File: src/rtl/alu_arbiter_if.sv
// rtl/alu_arbiter_if.sv - request/response bundle between two issue ports and the ALU arbiter
interface alu_arbiter_if #(
    parameter int WIDTH = 32
);
    logic             req0_valid;
    logic             req0_ready;
    logic [WIDTH-1:0] req0_in1;
    logic [WIDTH-1:0] req0_in2;
    logic [3:0]       req0_control;

    logic             req1_valid;
    logic             req1_ready;
    logic [WIDTH-1:0] req1_in1;
    logic [WIDTH-1:0] req1_in2;
    logic [3:0]       req1_control;

    logic             resp0_valid;
    logic             resp0_ready;
    logic             resp1_valid;
    logic             resp1_ready;
    logic [WIDTH-1:0] resp_out;
    logic             resp_zero;
    logic             resp_neg;

    modport master (
        output req0_valid, req0_in1, req0_in2, req0_control,
        output req1_valid, req1_in1, req1_in2, req1_control,
        input  req0_ready, req1_ready,
        input  resp0_valid, resp1_valid, resp_out, resp_zero, resp_neg,
        output resp0_ready, resp1_ready
    );

    modport slave (
        input  req0_valid, req0_in1, req0_in2, req0_control,
        input  req1_valid, req1_in1, req1_in2, req1_control,
        output req0_ready, req1_ready,
        output resp0_valid, resp1_valid, resp_out, resp_zero, resp_neg,
        input  resp0_ready, resp1_ready
    );
endinterface

File: src/rtl/alu_arbiter.sv
// rtl/alu_arbiter.sv - round-robin sharing of one combinational ALU between two requesters
module alu_arbiter #(
    parameter int WIDTH = 32
) (
    input  logic             clk,
    input  logic             reset_n,
    alu_arbiter_if.slave     bus,
    output logic [WIDTH-1:0] alu_in1,
    output logic [WIDTH-1:0] alu_in2,
    output logic [3:0]       alu_control,
    input  logic [WIDTH-1:0] alu_out,
    input  logic             alu_zero,
    input  logic             alu_neg
);
    typedef enum logic [1:0] {
        IDLE = 2'd0,
        EXEC = 2'd1,
        RESP = 2'd2
    } state_t;

    state_t state;
    logic   owner;
    logic   last_grant;

    logic   grant_any;
    logic   grant_port;
    logic   idle_open;
    logic   owner_ready;

    // Contention goes to the port that did not win last time.
    always_comb begin
        grant_any  = bus.req0_valid | bus.req1_valid;
        grant_port = (bus.req0_valid && bus.req1_valid) ? ~last_grant : bus.req1_valid;
    end

    assign idle_open   = reset_n && (state == IDLE);
    assign owner_ready = owner ? bus.resp1_ready : bus.resp0_ready;

    assign bus.req0_ready  = idle_open && grant_any && !grant_port;
    assign bus.req1_ready  = idle_open && grant_port;
    assign bus.resp0_valid = reset_n && (state == RESP) && !owner;
    assign bus.resp1_valid = reset_n && (state == RESP) && owner;

    always_ff @(posedge clk) begin
        if (!reset_n) begin
            state         <= IDLE;
            owner         <= 1'b0;
            last_grant    <= 1'b1;
            alu_in1       <= '0;
            alu_in2       <= '0;
            alu_control   <= 4'h0;
            bus.resp_out  <= '0;
            bus.resp_zero <= 1'b0;
            bus.resp_neg  <= 1'b0;
        end else begin
            case (state)
                IDLE: begin
                    if (grant_any) begin
                        alu_in1     <= grant_port ? bus.req1_in1     : bus.req0_in1;
                        alu_in2     <= grant_port ? bus.req1_in2     : bus.req0_in2;
                        alu_control <= grant_port ? bus.req1_control : bus.req0_control;
                        owner       <= grant_port;
                        last_grant  <= grant_port;
                        state       <= EXEC;
                    end
                end
                EXEC: begin
                    bus.resp_out  <= alu_out;
                    bus.resp_zero <= alu_zero;
                    bus.resp_neg  <= alu_neg;
                    state         <= RESP;
                end
                RESP: begin
                    if (owner_ready) begin
                        state <= IDLE;
                    end
                end
                default: state <= IDLE;
            endcase
        end
    end
endmodule

File: src/flat_wrapper.sv
// flat-port wrapper written by rule: the top's interface ports become plain ports
module alu_arbiter_flat 
#(
    parameter int WIDTH = 32
)
  (clk, reset_n, alu_in1, alu_in2, alu_control, alu_out, alu_zero, alu_neg, bus_req0_valid, bus_req0_in1, bus_req0_in2, bus_req0_control, bus_req1_valid, bus_req1_in1, bus_req1_in2, bus_req1_control, bus_req0_ready, bus_req1_ready, bus_resp0_valid, bus_resp1_valid, bus_resp_out, bus_resp_zero, bus_resp_neg, bus_resp0_ready, bus_resp1_ready);
  alu_arbiter_if #(.WIDTH(WIDTH)) bus_i ();
  input  logic clk;
  input  logic reset_n;
  output logic [WIDTH-1:0] alu_in1;
  output logic [WIDTH-1:0] alu_in2;
  output logic [3:0] alu_control;
  input  logic [WIDTH-1:0] alu_out;
  input  logic alu_zero;
  input  logic alu_neg;
  input wire logic [$bits(bus_i.req0_valid)-1:0] bus_req0_valid;
  input wire logic [$bits(bus_i.req0_in1)-1:0] bus_req0_in1;
  input wire logic [$bits(bus_i.req0_in2)-1:0] bus_req0_in2;
  input wire logic [$bits(bus_i.req0_control)-1:0] bus_req0_control;
  input wire logic [$bits(bus_i.req1_valid)-1:0] bus_req1_valid;
  input wire logic [$bits(bus_i.req1_in1)-1:0] bus_req1_in1;
  input wire logic [$bits(bus_i.req1_in2)-1:0] bus_req1_in2;
  input wire logic [$bits(bus_i.req1_control)-1:0] bus_req1_control;
  output wire logic [$bits(bus_i.req0_ready)-1:0] bus_req0_ready;
  output wire logic [$bits(bus_i.req1_ready)-1:0] bus_req1_ready;
  output wire logic [$bits(bus_i.resp0_valid)-1:0] bus_resp0_valid;
  output wire logic [$bits(bus_i.resp1_valid)-1:0] bus_resp1_valid;
  output wire logic [$bits(bus_i.resp_out)-1:0] bus_resp_out;
  output wire logic [$bits(bus_i.resp_zero)-1:0] bus_resp_zero;
  output wire logic [$bits(bus_i.resp_neg)-1:0] bus_resp_neg;
  input wire logic [$bits(bus_i.resp0_ready)-1:0] bus_resp0_ready;
  input wire logic [$bits(bus_i.resp1_ready)-1:0] bus_resp1_ready;
  assign bus_i.req0_valid = bus_req0_valid;
  assign bus_i.req0_in1 = bus_req0_in1;
  assign bus_i.req0_in2 = bus_req0_in2;
  assign bus_i.req0_control = bus_req0_control;
  assign bus_i.req1_valid = bus_req1_valid;
  assign bus_i.req1_in1 = bus_req1_in1;
  assign bus_i.req1_in2 = bus_req1_in2;
  assign bus_i.req1_control = bus_req1_control;
  assign bus_req0_ready = bus_i.req0_ready;
  assign bus_req1_ready = bus_i.req1_ready;
  assign bus_resp0_valid = bus_i.resp0_valid;
  assign bus_resp1_valid = bus_i.resp1_valid;
  assign bus_resp_out = bus_i.resp_out;
  assign bus_resp_zero = bus_i.resp_zero;
  assign bus_resp_neg = bus_i.resp_neg;
  assign bus_i.resp0_ready = bus_resp0_ready;
  assign bus_i.resp1_ready = bus_resp1_ready;
  alu_arbiter #(.WIDTH(WIDTH)) u_core (.clk(clk), .reset_n(reset_n), .bus(bus_i), .alu_in1(alu_in1), .alu_in2(alu_in2), .alu_control(alu_control), .alu_out(alu_out), .alu_zero(alu_zero), .alu_neg(alu_neg));
endmodule
File: config.mk
export PLATFORM = sky130hd
export DESIGN_NAME = alu_arbiter_flat
export DESIGN_NICKNAME = d
export VERILOG_FILES = /design/src/rtl/alu_arbiter_if.sv /design/src/rtl/alu_arbiter.sv /design/src/flat_wrapper.sv
export SDC_FILE = /design/constraint.sdc
export NUM_CORES = 1
export LEC_CHECK = 0
export ABC_AREA = 1
export CORE_AREA = 2 2 119 121
export CTS_CLUSTER_DIAMETER = 80
export CTS_CLUSTER_SIZE = 24
export DETAILED_ROUTE_END_ITERATION = 8
export DIE_AREA = 0 0 121 123
export GPL_TIMING_DRIVEN = 0
export PLACE_DENSITY = 0.88
export SLEW_MARGIN = 0
export SYNTH_ARGS = -nofsm -noshare
export SYNTH_HDL_FRONTEND = slang
export SYNTH_SLANG_ARGS = --single-unit
File: constraint.sdc
create_clock -name clk -period 1.7 [get_ports clk]
set_input_delay 0.425 -clock clk [delete_from_list [all_inputs] [get_ports clk]]
set_output_delay 0.425 -clock clk [all_outputs]
set_load 0.02 [all_outputs]
==> run_results.csv <==
group,metric,value,unit
global_routing,global_route.usage.met3,5.166,%
detailed_routing,ant_nets,0,
detailed_routing,drt-initial-drc-count,366,
timing,setup_tns_final,0,ps
timing,maxSlewViolCount,0,
place,io_buffers,280,
floorplanning,floorplan.die.height,123,um
finish,layout-drive-gt1-share,6.305,%
finish,final_std_cell_area_no_fill,8606,sq um
yosys,synth_cells,841,
critical_path,end_kind,"output port",
pwr,ir_drop,0.0004874,V
hold_path,hold_class,"in -> reg",
yosys,synth_net_count,1017,
finish,final_core_util,63.22,%
critical_path,worst_setup_path_start_kind,"input pin",
yosys,synthesis.yosys.warnings,0,
timing,finalSetupViolations,0,
floorplanning,floorplan.io_pins,282,
finish,multiInputGateArea,2691,sq um
critical_path,crit_arrival,1250,ps
global_routing,grt_start_max_net_pins,21,
timing,final_period_minus_worst_setup_slack,1676,ps
floorplanning,die_area,14880,sq um
clocking,clock_tree_from_tritoncts,"yes",
floorplanning,initial_utilization,39.33,%
pwr,total_power,7.526,mW
global_routing,track_usage,24.62,%
yosys,syn_area,5354,sq um
clocking,cts_buffer_depth,2,
clocking,worst_setup_hold_path_clk_slew,80,ps
global_routing,globalRoute.busiestLayer,"met2",
clocking,clkLatencyLatePin,350,ps
clocking,cts.root.buffer_cell,"sky130_fd_sc_hd__clkbuf_16",
critical_path,cpMostUsedCell,"sky130_fd_sc_hd__buf_4",
finish,final_stage_net_count,1313,
floorplanning,die_x,121,um
place,place_congestion,0.8551,
global_routing,grt.overflow.total,0,
detailed_routing,wl_per_cell,14.12,um
finish,layout.filler_cells,1293,
finish,insertedDiodeCount,0,
place,half_perimeter_wire_length_of_the_detailed_placement_result,14.08,mm
pwr,power.density_cell_area,874.5,nW/um^2
floorplanning,placementRows,43,
timing,worst-slew-pin-transition,616.5,ps
critical_path,critical_path_class,"in -> out",
yosys,synth_seq_area_share,39.64,%
timing,timing.final.hold_violations,0,
flow_run,max_cap_violations,0,
detailed_routing,drt-total-wl,18.66,mm
clocking,cts.htree.levels,3,
finish,register_area,2127,sq um
clocking,clock_sinks,106,
clocking,tritoncts.num_buffers,9,
finish,area_growth_syn_to_layout,60.74,%
critical_path,required,1270,ps
timing,slew_headroom,58.90,%
detailed_routing,router_iterations_before_antenna_repair,5,
timing,ratio_of_final_minimum_period_to_clock_period,98.59,%
global_routing,first_global_vias,5733,
yosys,synth.avg_cell_area,6.366,sq um
floorplanning,coreArea,13610,sq um
critical_path,critical_path_cell_sequence,"buf_2 -> buf_6 -> inv_1 -> a21oi_2 -> buf_4 -> nor3_2 -> buf_4",
critical_path,slowest_delay,170,ps
timing,fmaxAchievable,0.5967,GHz
status,status,"complete, no violations",
timing,grt_setup_unrepaired,"true",
yosys,yosysUniqueCellTypes,21,
global_routing,antenna_found_initial,0,
yosys,synth_register_bits,106,
global_routing,grt_pass1_wl,28.90,mm
detailed_routing,post-route-drc-count,0,
timing,fin_worst_skew,10.76,ps
pwr,static_leak,4.256,nW
global_routing,globalRouteMet1Util,30.11,%
detailed_routing,routed_via_density,4.691,
detailed_routing,detailroute.via_count,6202,
place,placed_area,8382,sq um
critical_path,cp_slowest_cell,"sky130_fd_sc_hd__buf_4",
global_routing,met2_usage,42.03,%
timing,hold_slack,396.4,ps
critical_path,cp_max_fo,4,
where the power goes:
group	switching, mW	internal [mW]
Clock	1.06	1.04
Combinational	1.42	1.08
Sequential	0.142	2.78
what timing repair did:
action / CTS / global route
pin swaps: 3 / 2
gates resized for setup: 138 / 6
hold buffers: 0 / 0
setup endpoints to repair: 174 / 4
buffers inserted: 3 / 3
flip-flops by register name, summed over array words and instances, names as in the netlist, 2 cells and up:
signal	flops
u_core.alu_control	4
u_core.alu_in1	32
u_core.alu_in2	32
u_core.bus.resp_out	32
u_core.state	2
cell usage in the layout (no fill, tap or decap):
cell type                           n
sky130_fd_sc_hd__nand2_1          211
sky130_fd_sc_hd__nor2_1           207
sky130_fd_sc_hd__clkdlybuf4s50_1  172
sky130_fd_sc_hd__dfxtp_1          104
sky130_fd_sc_hd__dlygate4sd2_1    102
sky130_fd_sc_hd__inv_1             72
sky130_fd_sc_hd__nand3_1           69
sky130_fd_sc_hd__a21boi_0          48
sky130_fd_sc_hd__o21ai_0           34
sky130_fd_sc_hd__buf_2             29
sky130_fd_sc_hd__clkbuf_1          22
sky130_fd_sc_hd__a21boi_1          20
sky130_fd_sc_hd__buf_4             13
sky130_fd_sc_hd__clkbuf_16          9
sky130_fd_sc_hd__buf_6              3
sky130_fd_sc_hd__buf_1              3
sky130_fd_sc_hd__inv_6              3
sky130_fd_sc_hd__nor2_4             2
sky130_fd_sc_hd__nor3_1             2
sky130_fd_sc_hd__a21oi_1            2
sky130_fd_sc_hd__clkinvlp_4         2
sky130_fd_sc_hd__a21oi_2            1
sky130_fd_sc_hd__o21ai_4            1
sky130_fd_sc_hd__nor3_2             1
sky130_fd_sc_hd__inv_2              1
sky130_fd_sc_hd__nand2_2            1
sky130_fd_sc_hd__nor2_2             1
sky130_fd_sc_hd__clkinv_1           1
sky130_fd_sc_hd__nand4_1            1
sky130_fd_sc_hd__inv_8              1
sky130_fd_sc_hd__clkinv_8           1
sky130_fd_sc_hd__clkbuf_2           1
sky130_fd_sc_hd__dfxtp_2            1
sky130_fd_sc_hd__dfxtp_4            1
critical path, delay by kind of cell:
family	cells	cell delay [ps]
buffers and inverters	5	630
AOI/OAI and AO/OA	1	40
and+or+nand+nor	1	160
through the flow:
stage / worst slack [ps] / std cells
after CTS: -14.33 / 1319
after global routing: -60.33 / 1322
after global placement: -1133 / 1301
after floorplan: 33.42 / 841
final: 24.01 / 1322
after detailed placement: -1105 / 1301
synthesized netlist by cell type:
| library cell | n | share of area, % |
|---|---|---|
| sky130_fd_sc_hd__nor2_2 | 1 | 0.12 |
| sky130_fd_sc_hd__buf_6 | 2 | 0.42 |
| sky130_fd_sc_hd__inv_1 | 73 | 5.1 |
| sky130_fd_sc_hd__nand2_2 | 1 | 0.12 |
| sky130_fd_sc_hd__nor3_1 | 3 | 0.28 |
| sky130_fd_sc_hd__buf_1 | 3 | 0.21 |
| sky130_fd_sc_hd__nor2_1 | 208 | 15 |
| sky130_fd_sc_hd__nor2_4 | 1 | 0.21 |
| sky130_fd_sc_hd__clkbuf_1 | 22 | 1.5 |
| sky130_fd_sc_hd__nand4_1 | 1 | 0.12 |
| sky130_fd_sc_hd__nand3_1 | 69 | 6.5 |
| sky130_fd_sc_hd__clkinv_1 | 1 | 0.070 |
| sky130_fd_sc_hd__dfxtp_1 | 106 | 40 |
| sky130_fd_sc_hd__nand2_1 | 211 | 15 |
| sky130_fd_sc_hd__a21boi_0 | 48 | 6.7 |
| sky130_fd_sc_hd__o21ai_2 | 1 | 0.16 |
| sky130_fd_sc_hd__o21ai_0 | 34 | 3.2 |
| sky130_fd_sc_hd__a21boi_1 | 20 | 2.8 |
| sky130_fd_sc_hd__buf_2 | 31 | 2.9 |
| sky130_fd_sc_hd__buf_4 | 2 | 0.28 |
| sky130_fd_sc_hd__a21oi_1 | 3 | 0.28 |
final timing paths:
check / from / to / slack [ps] / depth (start not counted)
worst min register to register: u_core.last_grant$_SDFFE_PN1P_ / u_core.last_grant$_SDFFE_PN1P_ / 500 / 2
worst max-delay path: bus_req1_valid / bus_req0_ready / 20 / 7
worst max register to register: u_core.state[0]$_SDFFE_PN0P_ / u_core.alu_in1[26]$_SDFFE_PN0P_ / 190 / 8
worst min-delay path: reset_n / u_core.bus.resp_neg$_SDFFE_PN0N_ / 400 / 3
layout make-up:
| cell class | instances | area share, % |
|---|---|---|
| Tap cell | 180 | 2.617 |
| Buffer | 59 | 3.373 |
| Timing Repair Buffer | 286 | 31.38 |
| Multi-Input combinational cell | 601 | 31.27 |
| Inverter | 74 | 3.228 |
| Clock buffer | 9 | 2.617 |
| Sequential cell | 106 | 24.72 |
| Clock inverter | 7 | 0.7997 |
per-layer routing:
layer  vias up  wire (um)
li1       3190          -
met1      2743       7714
met2       234       9145
met3        35       1291
met4         0        510
met5         -          0
logic make-up (layout without fill, tap and decap cells):
group / after synthesis / after routing / synth area share (%)
AND/OR/NAND/NOR: 495 / 495 / 36.67
buffers and inverters: 134 / 435 / 10.54
AO/OA/AOI/OAI: 106 / 106 / 13.16
flip-flops: 106 / 106 / 39.64
Note: power is estimated with default switching activity, not from simulation.
